**src/rtl/buffer_write_ctrl_if.sv**
```systemverilog
// buffer_write_ctrl_if: sample-in / buffer-write-out bundle; BUFF_OVR_CNT_EN adds ovr_cnt_o
interface buffer_write_ctrl_if #(
    parameter int DATA_BITS = 16,
    parameter int ADDR_BITS = 10
`ifdef BUFF_OVR_CNT_EN
    , parameter int OVR_CNT_BITS = 16
`endif
);
    logic                 en_i;
    logic                 smp_valid_i;
    logic [DATA_BITS-1:0] smp_data_i;
    logic                 rd_busy_i;
    logic                 buff_sel_o;
    logic [ADDR_BITS-1:0] buff_waddr_o;
    logic [DATA_BITS-1:0] buff_wdata_o;
    logic                 buff_wen_o;
    logic                 frame_rdy_o;
    logic                 overrun_o;
`ifdef BUFF_OVR_CNT_EN
    logic [OVR_CNT_BITS-1:0] ovr_cnt_o;
`endif
    modport slave (
        input  en_i, smp_valid_i, smp_data_i, rd_busy_i,
        output buff_sel_o, buff_waddr_o, buff_wdata_o, buff_wen_o, frame_rdy_o, overrun_o
`ifdef BUFF_OVR_CNT_EN
        , output ovr_cnt_o
`endif
    );
    modport master (
        output en_i, smp_valid_i, smp_data_i, rd_busy_i,
        input  buff_sel_o, buff_waddr_o, buff_wdata_o, buff_wen_o, frame_rdy_o, overrun_o
`ifdef BUFF_OVR_CNT_EN
        , input ovr_cnt_o
`endif
    );
endinterface

```
**src/rtl/buffer_write_ctrl.sv**
```systemverilog
// buffer_write_ctrl: ping-pong buffer write stage with bank swap and overrun tracking; BUFF_OVR_CNT_EN adds ovr_cnt_o
module buffer_write_ctrl #(
    parameter int DATA_BITS = 16,
    parameter int ADDR_BITS = 10
`ifdef BUFF_OVR_CNT_EN
    , parameter int OVR_CNT_BITS = 16
`endif
) (
    input logic               clk1,
    input logic               rst,
    buffer_write_ctrl_if.slave bus
);
    typedef enum logic [1:0] {IDLE, FILL, SWAP, HOLD} state_t;
    state_t               state;
    logic [ADDR_BITS:0]   cnt;
    logic                 sel, wen, frame_rdy, overrun, drop;
    logic [ADDR_BITS-1:0] waddr;
    logic [DATA_BITS-1:0] wdata;
    assign drop = bus.en_i && bus.smp_valid_i && (state == SWAP || state == HOLD);
`ifdef BUFF_OVR_CNT_EN
    logic [OVR_CNT_BITS-1:0] ovr_cnt;
    always_ff @(posedge clk1)
        if (rst || (state == IDLE && bus.en_i)) ovr_cnt <= '0;
        else if (drop && !(&ovr_cnt)) ovr_cnt <= ovr_cnt + 1'b1;
    assign bus.ovr_cnt_o = ovr_cnt;
`endif
    always_ff @(posedge clk1) begin
        if (rst) begin
            state     <= IDLE;
            cnt       <= '0;
            sel       <= 1'b0;
            wen       <= 1'b0;
            frame_rdy <= 1'b0;
            overrun   <= 1'b0;
            waddr     <= '0;
            wdata     <= '0;
        end else begin
            wen       <= 1'b0;
            frame_rdy <= 1'b0;
            if (drop) overrun <= 1'b1;
            if (state != IDLE && !bus.en_i) begin
                state <= IDLE;
                cnt   <= '0;
            end else begin
                case (state)
                    IDLE: if (bus.en_i) begin
                        state   <= FILL;
                        cnt     <= '0;
                        overrun <= 1'b0;
                    end
                    FILL: if (bus.smp_valid_i) begin
                        waddr <= cnt[ADDR_BITS-1:0];
                        wdata <= bus.smp_data_i;
                        wen   <= 1'b1;
                        cnt   <= cnt + 1'b1;
                        if (cnt == {1'b0, {ADDR_BITS{1'b1}}}) state <= bus.rd_busy_i ? HOLD : SWAP;
                    end
                    SWAP: begin
                        sel       <= ~sel;
                        frame_rdy <= 1'b1;
                        cnt       <= '0;
                        state     <= FILL;
                    end
                    HOLD: if (!bus.rd_busy_i) state <= SWAP;
                    default: state <= IDLE;
                endcase
            end
        end
    end
    assign bus.buff_sel_o   = sel;
    assign bus.buff_waddr_o = waddr;
    assign bus.buff_wdata_o = wdata;
    assign bus.buff_wen_o   = wen;
    assign bus.frame_rdy_o  = frame_rdy;
    assign bus.overrun_o    = overrun;
endmodule
```
**src/flat_wrapper.sv**
```systemverilog
// flat-port wrapper written by rule: the top's interface ports become plain ports
module buffer_write_ctrl_flat 
#(
    parameter int DATA_BITS = 16,
    parameter int ADDR_BITS = 10

)
  (clk1, rst, bus_en_i, bus_smp_valid_i, bus_smp_data_i, bus_rd_busy_i, bus_buff_sel_o, bus_buff_waddr_o, bus_buff_wdata_o, bus_buff_wen_o, bus_frame_rdy_o, bus_overrun_o);
  buffer_write_ctrl_if #(.DATA_BITS(DATA_BITS), .ADDR_BITS(ADDR_BITS)) bus_i ();
  input logic clk1;
  input logic rst;
  input wire logic [$bits(bus_i.en_i)-1:0] bus_en_i;
  input wire logic [$bits(bus_i.smp_valid_i)-1:0] bus_smp_valid_i;
  input wire logic [$bits(bus_i.smp_data_i)-1:0] bus_smp_data_i;
  input wire logic [$bits(bus_i.rd_busy_i)-1:0] bus_rd_busy_i;
  output wire logic [$bits(bus_i.buff_sel_o)-1:0] bus_buff_sel_o;
  output wire logic [$bits(bus_i.buff_waddr_o)-1:0] bus_buff_waddr_o;
  output wire logic [$bits(bus_i.buff_wdata_o)-1:0] bus_buff_wdata_o;
  output wire logic [$bits(bus_i.buff_wen_o)-1:0] bus_buff_wen_o;
  output wire logic [$bits(bus_i.frame_rdy_o)-1:0] bus_frame_rdy_o;
  output wire logic [$bits(bus_i.overrun_o)-1:0] bus_overrun_o;
  assign bus_i.en_i = bus_en_i;
  assign bus_i.smp_valid_i = bus_smp_valid_i;
  assign bus_i.smp_data_i = bus_smp_data_i;
  assign bus_i.rd_busy_i = bus_rd_busy_i;
  assign bus_buff_sel_o = bus_i.buff_sel_o;
  assign bus_buff_waddr_o = bus_i.buff_waddr_o;
  assign bus_buff_wdata_o = bus_i.buff_wdata_o;
  assign bus_buff_wen_o = bus_i.buff_wen_o;
  assign bus_frame_rdy_o = bus_i.frame_rdy_o;
  assign bus_overrun_o = bus_i.overrun_o;
  buffer_write_ctrl #(.DATA_BITS(DATA_BITS), .ADDR_BITS(ADDR_BITS)) u_core (.clk1(clk1), .rst(rst), .bus(bus_i));
endmodule
```
**config.mk**
```make
export PLATFORM = sky130hd
export DESIGN_NAME = buffer_write_ctrl_flat
export DESIGN_NICKNAME = d
export VERILOG_FILES = /design/src/rtl/buffer_write_ctrl_if.sv /design/src/rtl/buffer_write_ctrl.sv /design/src/flat_wrapper.sv
export SDC_FILE = /design/constraint.sdc
export NUM_CORES = 1
export LEC_CHECK = 0
export ABC_AREA = 1
export ABC_CLOCK_PERIOD_IN_PS = 1350
export BUFFER_PORTS_ARGS = -buffer_cell sky130_fd_sc_hd__buf_4
export CORE_ASPECT_RATIO = 1.5
export CORE_MARGIN = 1
export CORE_UTILIZATION = 46
export DETAILED_ROUTE_END_ITERATION = 10
export HOLD_SLACK_MARGIN = 0.02
export PLACE_DENSITY = 0.7
export SKIP_LAST_GASP = 1
export SLEW_MARGIN = 10
export SYNTH_ARGS = -nofsm -noshare
export SYNTH_HDL_FRONTEND = slang
export SYNTH_SLANG_ARGS = --single-unit
```
**constraint.sdc**
```tcl
create_clock -name clk1 -period 1.35 [get_ports clk1]
set_clock_uncertainty 0.1 [all_clocks]
set_input_delay 0.2025 -clock clk1 [delete_from_list [all_inputs] [get_ports clk1]]
set_output_delay 0.2025 -clock clk1 [all_outputs]
set_load 0.05 [all_outputs]
```
# ---- Word-level counts from Yosys, hierarchy flattened
# Cells that the tools add are included.
dict set report classes {
  n_addsub 1
  n_eq_ne 8
  n_mux 15
  bitwise_logic 3
  n_reduce_logical 14
}
# op count
set ops {}
lappend ops {{$pmux 11 s3} 1}
lappend ops {{$mux 11} 2}
lappend ops {{$add 11x1->11 const B} 1}
lappend ops {{$eq 11x10->1 const B} 1}
lappend ops {{$mux 2} 4}
lappend ops {{$pmux 2 s4} 1}
lappend ops {{$mux 1} 7}
lappend ops {{$ne 2x2->1 const B} 3}
lappend ops {{$reduce_and 3->1} 2}
lappend ops {{$eq 2x2->1 const B} 2}
lappend ops {{$reduce_and 4->1} 1}
lappend ops {{$logic_and 1x1->1} 3}
lappend ops {{$not 1->1} 3}
lappend ops {{$reduce_bool 3->1} 1}
lappend ops {{$reduce_or 3->1} 1}
lappend ops {{$eq 2x1->1 const B} 1}
lappend ops {{$logic_not 2->1} 1}
lappend ops {{$ne 2x1->1 const B} 1}
lappend ops {{$reduce_and 2->1} 1}
lappend ops {{$reduce_bool 2->1} 1}
lappend ops {{$reduce_or 2->1} 1}
lappend ops {{$logic_not 1->1} 1}
lappend ops {{$logic_or 1x1->1} 1}
dict set report word_totals {
  reg_bits 43
  in_bits 21
  out_inout_bits 30
}

# ---- Logic depth before layout (Yosys ltp)
# Gate-level depths: netlist of run 1.
dict set report depth {
  depth_word 7
  depth_mapped 9
  depth_no_buf 9
}

# ---- Worst setup path after synthesis of run 1
# OpenSTA, ideal clock, no wires.
dict set report synth_path {
  path_kind {reg-to-reg}
  startpoint {register u_core.cnt[0]}
  endpoint {register u_core.cnt[8]}
  t_arrival_ns 1.217
  t_required_ns 1.186
  path_slack_ns -0.031
  stages_incl_launch_ff 10
  path_buffers 0
  cell_sequence {dfxtp_1 > ha_1 > nand3_1 > nor2_1 > inv_1 > nor2_4 > nand2_1 > nand2_1 > inv_1 > nor2_1}
}
dict set report synth_between {
  elab_chain_cells 3
}
# element line_no
set synth_rtl {}
lappend synth_rtl {{start, declared} buffer_write_ctrl.sv:15} ;# logic [ADDR_BITS:0] cnt;
lappend synth_rtl {{start signal, assigned} buffer_write_ctrl.sv:55} ;# cnt <= cnt + 1'b1;
lappend synth_rtl {{$add 11x1->11} buffer_write_ctrl.sv:55}
lappend synth_rtl {{$mux 11} buffer_write_ctrl.sv:51} ;# FILL: if (bus.smp_valid_i) begin
lappend synth_rtl {{$pmux 11 s3} buffer_write_ctrl.sv:45} ;# case (state)
# Every way passes these cells. The select of a mux whose other input is x is not followed.
# A chain may end at the register's enable or synchronous reset.

# ---- Worst setup path in the final report of run 1
dict set report layout_path {
  startpoint {register u_core.state[1]}
  endpoint {register u_core.waddr[4] (netlist: u_core.bus.buff_waddr_o[4])}
}
dict set report layout_between {
  elab_chain_cells 4
  word_cells_on_any_way 5
  cone_classes {1 x eq/ne; 1 x bitwise; 3 x reduce/logical}
}
# element line_no
set layout_rtl {}
lappend layout_rtl {{start, declared} buffer_write_ctrl.sv:14} ;# state_t state;
lappend layout_rtl {{start signal, assigned} buffer_write_ctrl.sv:56} ;# if (cnt == {1'b0, {ADDR_BITS{1'b1}}}) state <= bus.rd_busy_i ? HOLD : SWAP;
lappend layout_rtl {{$reduce_bool 2->1} buffer_write_ctrl.sv:41} ;# if (state != IDLE && !bus.en_i) begin
lappend layout_rtl {{$logic_and 1x1->1} buffer_write_ctrl.sv:41}
lappend layout_rtl {{$not 1->1 (no line)} -}
lappend layout_rtl {{$reduce_and 3->1 (no line) (*)} -}
lappend layout_rtl {{end signal, assigned} buffer_write_ctrl.sv:52} ;# waddr <= cnt[ADDR_BITS-1:0];
lappend layout_rtl {{end, declared} buffer_write_ctrl.sv:17} ;# logic [ADDR_BITS-1:0] waddr;
# Mark *: on every way between the ends. The rest lies on a longest branch, timed or not.

==> implementation parameters, run 1 <==
Parameter                              Value

Power
  Sequential fraction of design power ... 47.4%
  Leakage Power ... 1.20 nW
  Combinational group share of total power ... between 10% and 20%
  Clock network power share ... 37.7%
  PD cells ... between 900 and 1000 mW/mm²
  Switching share of power ... between 20% and 30%
  Final total power ... 0.00273 W
  Maximum ir drop on the vdd rail ... 0.000664 V
  P_int ... 0.00206 W
  Switching power of the nets ... 0.000674 W

Global routing
  Remaining Overflow, GRT ... 0
  Global-route wire length before repair ... ~7.7 mm
  Initial antenna violation count ... 0
  Via count of the first global-routing pass ... 1,726
  Overall fraction of global-route tracks in use ... approximately a quarter
  Largest net degree at the start of global routing ... 30

Worst setup path
  Peak fanout along the critical path ... 6
  Data arrival, critical path ... between 1500 and 2000 ps
  Worst R2R Path Depth ... 8
  Dominant cell type by count on the critical path ... buf_6
  Worst-path cell chain ... buf_6 -> nor2_4 -> inv_4 -> nor2_8 -> buf_6 -> buf_16 -> nand3_2 -> a21oi_2
  Required time reported for the critical path endpoint ... 1480 ps
  Slowest stage cell on the critical path ... dfxtp_2
  Setup crit end kind ... register
  Maximum single-stage delay on the critical path ... 340 ps
  Type of the setup path with the least slack ... register to register
  CP bufs+invs ... 4
  Cell type group with the largest total delay on the critical path ... buffers and inverters
  Stages on the worst setup path ... 8
  Setup crit start kind ... register

Placement
  Count of input and output buffers ... 50
  Final weighted congestion of routability-driven global placement ... a little under 0.8
  Post-placement worst setup slack ... -51.6 ps
  Placed wire-length estimate after detailed placement ... between 3 and 4 mm
  Placed Cells incl. Taps ... 349

STA
  Period utilization ... 104%
  Worst-case setup margin in the final layout ... -58.8 ps
  Maximum clock frequency ... 710 MHz
  Max-slew violation count ... 0
  Summed negative setup slack over all endpoints ... -1150 ps
  Tightest slew margin relative to the limit ... 76.1%
  Setup repair after global routing missed its margin ... true
  Post-route worst hold slack ... approximately 69 ps
  Setup violators final ... 34
  Post-layout minimum cycle time ... 1410 ps
  Transition time at the pin with the least slew margin ... 359 ps
  Final Hold Violating Endpoints ... 0

Outcome
  Failing checks ... negative setup slack
  Result of the run ... finished, violations left

Layout
  Commonest cells after routing, fill and taps aside ... buf_4, nand2_1, dfxtp_1
  Area growth from synthesis to final layout ... 60.0%
  Share of final-layout standard cells stronger than drive strength 1 ... between 40% and 50%
  Fillcell total ... 246
  Antenna diodes ... 0
  Non-filler instance count after layout ... 375
  Total Nets Final ... 353
  Most common library cell in the layout ignoring fill and taps ... buf_4

Run
  Max-capacitance violation count ... 0

Detailed routing
  Wire length on met3 ... 168 µm
  1st-pass router iterations ... 4
  Met1 wire length ... around 2.1 mm
  Count of unresolved DRC violations after routing ... 0
  Post-Route WL ... 5.53 mm
  DRC violation total after the first TritonRoute iteration ... 41
  Routed wire per std cell ... 14.7 µm
  Via total after detailed routing ... 1,990
  Met2 routed wirelength ... 3.15 mm
  Vias/cell ... 5.31
  Highest metal layer with signal wires ... met4
  Number of nets with antenna violations after detailed routing ... 0

Logic synthesis
  Sequential area share after synthesis ... 46.4%
  Post-Synthesis Mean Instance Area ... 7.46 µm²
  Flops & latches, synth ... 43
  Synth warn ... 0
  Main flop type after synthesis ... dfxtp_1
  Number of instances in the synthesized netlist ... 249
  Syn Std Cell Area ... 0.00186 mm²
  Number of unique standard cell types used by synthesis ... 24
  Ys async rst share ... 0%
  EDFF count, synth ... 0
  Total nets after synthesis ... 271

CTS
  Clk Latency, worst-skew pair ... 290 ps
  Total number of H-tree levels ... 2
  TritonCTS clock tree ... yes
  Clock-pin slew on the worst setup and hold paths ... 80 ps
  Number of buffers added by the clock tree synthesis step ... 5
  Clock sink total ... 43
  Maximum root-to-sink buffer count ... 2
  Count of hold buffers inserted by post-cts repair ... 0
  Clock tree root buffer cell ... clkbuf_8

Hold path
  Hold path depth ... 3
  Worst hold-check path type ... input port to register

Floorplan
  Starting utilization of the core area ... 49.5%
  Placeable core area ... 0.00375 mm²
  Die Height ... 79.8 µm
  Die width ... 53.9 µm
  Row cnt ... 27
  Number of I/O pins ... 51
  Die area ... 0.00430 mm²
[per-layer routing]
metal,track usage [%],vias to the layer above
li1,-,987
met1,26.5,946
met2,44.8,49
met3,4.19,8
met4,10.0,0
met5,0,-
[cell usage after synthesis (2+ instances only)]
cell type | count | area [µm²]
inv_1 | 18 | 67.6
nand2_1 | 56 | 210
nor2_1 | 24 | 90.1
nor2_4 | 2 | 22.5
nand2_2 | 2 | 12.5
nor3_1 | 7 | 35.0
nand3_1 | 38 | 190
buf_2 | 3 | 15.0
a21oi_1 | 32 | 160
dfxtp_1 | 43 | 861
inv_2 | 2 | 7.51
o21ai_0 | 5 | 25.0
clkbuf_1 | 3 | 11.3
buf_6 | 4 | 45.0
[cell type report]
type / count / area, µm² / area share (%)
inverter: 20 / 80.1 / 2.70
tap: 43 / 53.8 / 1.81
timing repair buffer: 84 / 729 / 24.6
clock buffer: 6 / 82.6 / 2.78
multi-input combinational: 177 / 1120 / 37.7
clock inverter: 2 / 35.0 / 1.18
sequential: 43 / 870 / 29.3
[cell families (layout without fill, tap and decap cells)]
| kind of cell | Yosys count | in the layout | share of synthesized area (%) |
|---|---|---|---|
| and+or+nand+nor | 134 | 135 | 33.6 |
| DFF | 43 | 43 | 46.4 |
| AOI/OAI and AO/OA | 41 | 41 | 11.5 |
| buffers and inverters | 30 | 112 | 7.88 |
| adders and majority gates | 1 | 1 | 0.674 |
[what timing repair did]
item | in CTS | in global routing
gates cloned | 5 | 0
endpoints found under the setup margin | 36 | 39
pin swaps | 33 | 20
setup buffers | 8 | 7
gates resized for setup | 25 | 49
[tightest hold or removal path, delay by kind of cell]
family                 cells  cell delay [ps]
buffers and inverters      1              110
AOI/OAI and AO/OA          1               40
and+or+nand+nor            1               60
[worst paths after layout]
check	slack (ps)	start	to
min reg2reg	350	u_core.bus.buff_sel_o	u_core.bus.buff_sel_o
min	70	bus_smp_data_i[12]	u_core.bus.buff_wdata_o[12]
max reg2reg	-60	u_core.state[1]	u_core.bus.buff_waddr_o[4]
max	-60	u_core.state[1]	u_core.bus.buff_waddr_o[4]
[metrics by stage]
step / utilization [%] / area [µm²]
6_report: 79.2 / 2970
5_1_grt: 79.2 / 2970
4_1_cts: 73.0 / 2740
3_5_place_dp: 63.0 / 2360
3_3_place_gp: 63.0 / 2360
2_1_floorplan: - / 1860
[registers in the layout, summed over array words and instances, names as in the netlist]
name	flops
u_core.state	2
u_core.bus.overrun_o	1
u_core.cnt	11
u_core.bus.buff_sel_o	1
u_core.bus.frame_rdy_o	1
u_core.bus.buff_wdata_o	16
u_core.bus.buff_waddr_o	10
u_core.bus.buff_wen_o	1
[power groups by stage]
stage | Clock [W] | Sequential [W] | Combinational (W)
after global routing | 0.00108 | 0.00130 | 0.000429
final | 0.00103 | 0.00130 | 0.000407
after CTS | 0.00104 | 0.00130 | 0.000353
after detailed placement | 0 | 0.00132 | 0.000282
after floorplan | 0 | 0.00137 | 0.000121
after global placement | 0 | 0.00132 | 0.000282
No activity file was read; power rests on OpenSTA's default activity.
==> inputs of run 2 (changes only) <==
Settings changed: ABC_AREA 1 to not set, CORE_UTILIZATION 46 to 45, GPL_ROUTABILITY_DRIVEN set to 0.
==> implementation parameters, run 2 <==
Parameter                              Value

Power
  Maximum ir drop on the vdd rail ... 0.000847 V (was 0.000664 V)
  PD cells ... 850 mW/mm² (was 920 mW/mm²)
  Leakage Power ... 1.19 nW (was 1.20 nW)

Worst setup path
  Cell type group with the largest total delay on the critical path ... simple AND/OR/NAND/NOR gates (was buffers and inverters)
  Slowest stage cell on the critical path ... or4_1 (was dfxtp_2)
  Reg2Reg Setup Slack ... -280 ps (was -60 ps)
  FF-to-FF End ... u_core.cnt[6] (was u_core.bus.buff_waddr_o[4])
  Required time reported for the critical path endpoint ... 1490 ps (was 1480 ps)
  Launch point of the worst path ... u_core.state[0] (was u_core.state[1])
  Worst-path cell chain ... or3_4 -> a21o_1 -> or4_1 -> nand2_1 (was buf_6 -> nor2_4 -> inv_4 -> nor2_8 -> buf_6 -> buf_16 -> nand3_2 -> a21oi_2)
  Peak fanout along the critical path ... 3 (was 6)
  Startpoint of the worst register-to-register path ... u_core.state[0] (was u_core.state[1])
  Worst R2R Path Depth ... 4 (was 8)
  Setup crit end kind ... register (unchanged)
  Stages on the worst setup path ... 4 (was 8)
  Data arrival, critical path ... 1770 ps (was 1540 ps)
  End point of the critical path ... u_core.cnt[6] (was u_core.bus.buff_waddr_o[4])
  CP bufs+invs ... 0 (was 4)
  Maximum single-stage delay on the critical path ... 490 ps (was 340 ps)
  Setup crit start kind ... register (unchanged)
  Type of the setup path with the least slack ... register to register (unchanged)

CTS
  Clock tree root buffer cell ... clkbuf_8 (unchanged)
  Number of buffers added by the clock tree synthesis step ... 5 (unchanged)
  Clock-pin slew on the worst setup and hold paths ... 80 ps (about the same)
  TritonCTS clock tree ... yes (unchanged)
  Clock sink total ... 43 (unchanged)
  Total number of H-tree levels ... 2 (unchanged)
  Maximum root-to-sink buffer count ... 2 (unchanged)
  Clk Latency, worst-skew pair ... 300 ps (was 290 ps)

STA
  Final Hold Violating Endpoints ... 0 (unchanged)
  Setup violators final ... 37 (was 34)
  Maximum clock frequency ... 614 MHz (was 710 MHz)
  Post-layout minimum cycle time ... 1630 ps (was 1410 ps)
  Max-slew violation count ... 0 (unchanged)
  Worst-case setup margin in the final layout ... -280 ps (was -58.8 ps)
  Transition time at the pin with the least slew margin ... 404 ps (was 359 ps)
  Setup repair after global routing missed its margin ... true (unchanged)
  Tightest slew margin relative to the limit ... 73.1% (was 76.1%)
  Period utilization ... 121% (was 104%)

Floorplan
  Number of I/O pins ... 51 (unchanged)
  Placeable core area ... 0.00365 mm² (was 0.00375 mm²)
  Starting utilization of the core area ... 46.8% (was 49.5%)
  Row cnt ... 27 (unchanged)
  Die width ... 52.3 µm (was 53.9 µm)
  Die area ... 0.00405 mm² (was 0.00430 mm²)
  Die Height ... 77.4 µm (was 79.8 µm)

Layout
  Number of flip-flops in the largest register ... 16 (unchanged)
  Non-filler instance count after layout ... 338 (was 375)
  Fillcell total ... 264 (was 246)
  Antenna diodes ... 0 (unchanged)
  Post-route standard cell area excluding fillers ... 0.00283 mm² (was 0.00297 mm²)
  Area growth from synthesis to final layout ... 65.6% (was 60.0%)
  Share of final-layout standard cells stronger than drive strength 1 ... 52.2% (was 45.8%)
  Commonest cells after routing, fill and taps aside ... buf_4, nand2_1, dfxtp_1 (unchanged)
  Total Nets Final ... 317 (was 353)
  Most common library cell in the layout ignoring fill and taps ... buf_4 (unchanged)

Detailed routing
  Count of unresolved DRC violations after routing ... 0 (unchanged)
  DRC violation total after the first TritonRoute iteration ... 33 (was 41)
  Post-Route WL ... 4.92 mm (was 5.53 mm)
  1st-pass router iterations ... 4 (unchanged)
  Routed wire per std cell ... 14.5 µm (was 14.7 µm)
  Via total after detailed routing ... 1,793 (was 1,990)
  Number of nets with antenna violations after detailed routing ... 0 (unchanged)
  Vias/cell ... 5.30 (was 5.31)

Logic synthesis
  Most common library cells after synthesis ... nand2_1, dfxtp_1, a21oi_1, clkbuf_1, nor2_1 (was nand2_1, dfxtp_1, nand3_1, a21oi_1, nor2_1)
  Total nets after synthesis ... 236 (was 271)
  Number of instances in the synthesized netlist ... 214 (was 249)
  Post-Synthesis Mean Instance Area ... 7.97 µm² (was 7.46 µm²)
  EDFF count, synth ... 0 (unchanged)
  Synth area leader ... dfxtp_1 (unchanged)
  Ys async rst share ... 0% (unchanged)
  Synth warn ... 0 (unchanged)
  Cell with the most instances after synthesis ... nand2_1 (unchanged)
  Syn Std Cell Area ... 0.00171 mm² (was 0.00186 mm²)
  Top post-synthesis cells by area ... dfxtp_1, nand2_1, a21oi_1 (was dfxtp_1, nand2_1, nand3_1)
  Number of unique standard cell types used by synthesis ... 32 (was 24)
  Main flop type after synthesis ... dfxtp_1 (unchanged)
  Area share of the largest cell type after synthesis ... 50.4% (was 46.4%)
  Flops & latches, synth ... 43 (unchanged)
  Sequential area share after synthesis ... 50.4% (was 46.4%)

Global routing
  Global-route wire length before repair ... 7.53 mm (was 7.69 mm)
  Remaining Overflow, GRT ... 0 (unchanged)
  Overall fraction of global-route tracks in use ... 24.9% (was 24.6%)
  Largest net degree at the start of global routing ... 28 (was 30)
  Via count of the first global-routing pass ... 1,696 (was 1,726)
  Initial antenna violation count ... 0 (unchanged)

Run
  Max-capacitance violation count ... 0 (unchanged)

Hold path
  Start point of the worst hold path ... bus_smp_data_i[0] (was bus_smp_data_i[12])
  Worst hold-check path type ... input port to register (unchanged)

Outcome
  Failing checks ... negative setup slack (unchanged)
  Result of the run ... finished, violations left (unchanged)

Placement
  Placed cell areas ... 0.00231 mm² (was 0.00236 mm²)
  Placed wire-length estimate after detailed placement ... 2.65 mm (was 3.11 mm)
  Placed Cells incl. Taps ... 320 (was 349)
  Count of input and output buffers ... 50 (unchanged)
run 2: changes by cell type in the layout (fill, tap and decap cells not counted), moves of 5 or more:
| cell | previous run | this run |
|---|---|---|
| a21oi_2 | 10 | 20 |
| inv_1 | 18 | 5 |
| a21oi_1 | 22 | 14 |
| nand3_2 | 10 | 1 |
| nor2_1 | 20 | 8 |
| nand3_1 | 24 | 3 |
| nand2_4 | 2 | 7 |
run 2: timing repair:
action                                  4_1_cts  5_1_grt
pin swaps                                    12       42
cloned                                        4        0
resized for setup                            28       61
endpoints found under the setup margin       38       41
hold buffers                                  0        0
setup buffers                                11        1
run 2: power by group:
group | internal [W] | total (W) | switching, W
logic | 0.000130 | 0.000290 | 0.000160
registers | 0.00128 | 0.00129 | 0.00000774
clock network | 0.000401 | 0.000826 | 0.000425
run 2: tightest hold or removal path, cell delays in order:
cell and delay, ps:
buf_4 110, nand2_2 50, a21oi_2 40
run 2: cells by family (layout without fill, tap and decap cells):
group,Yosys count,count (layout),share of synthesized area [%]
simple gates,94,94,24.6
compound gates,53,53,17.4
flops,43,43,50.4
buf+inv,19,100,4.84
xor+xnor,4,4,2.05
fa+ha+maj,1,1,0.733
run 2: cell type report:
type / count / area (µm²) / area share (%)
clock inverter: 1 / 5.00 / 0.177
sequential: 43 / 868 / 30.7
tap: 43 / 53.8 / 1.90
inverter: 5 / 18.8 / 0.664
multi-input combinational: 152 / 1050 / 37.1
timing repair buffer: 88 / 749 / 26.5
clock buffer: 6 / 82.6 / 2.92
run 2: stage by stage:
stage	setup slack, ps	hold WS (ps)	power (W)	util [%]	TNS (ps)
after floorplan	-261	238	0.00143	-	-5240
after global placement	-226	343	0.00153	63.4	-1930
after detailed placement	-255	347	0.00154	63.4	-2750
after CTS	-247	43.7	0.00240	74.2	-5580
after global routing	-301	37.0	0.00250	77.5	-7120
final	-280	43.9	0.00240	77.5	-4440
run 2: layer usage:
metal / global-route usage, % / share of wire [%] / vias to the layer above
met5: 0 / 0 / -
met4: 13.4 / 3.1 / 0
met3: 7.25 / 5.7 / 12
met2: 42.9 / 55 / 61
met1: 25.8 / 36 / 832
li1: - / - / 888
run 2: worst min path at each step:
| stage | endpoint | slack, ps | cells past startpoint |
|---|---|---|---|
| 5_1_grt | u_core.bus.buff_wdata_o[0] | 40 | 3 |
| 3_5_place_dp | u_core.bus.buff_waddr_o[4] | 350 | 2 |
| 2_1_floorplan | u_core.bus.buff_wdata_o[0] | 240 | 2 |
| 4_1_cts | u_core.bus.buff_wdata_o[2] | 40 | 3 |
| 6_report | u_core.bus.buff_wdata_o[0] | 40 | 3 |
| 3_3_place_gp | u_core.bus.buff_wdata_o[0] | 340 | 2 |
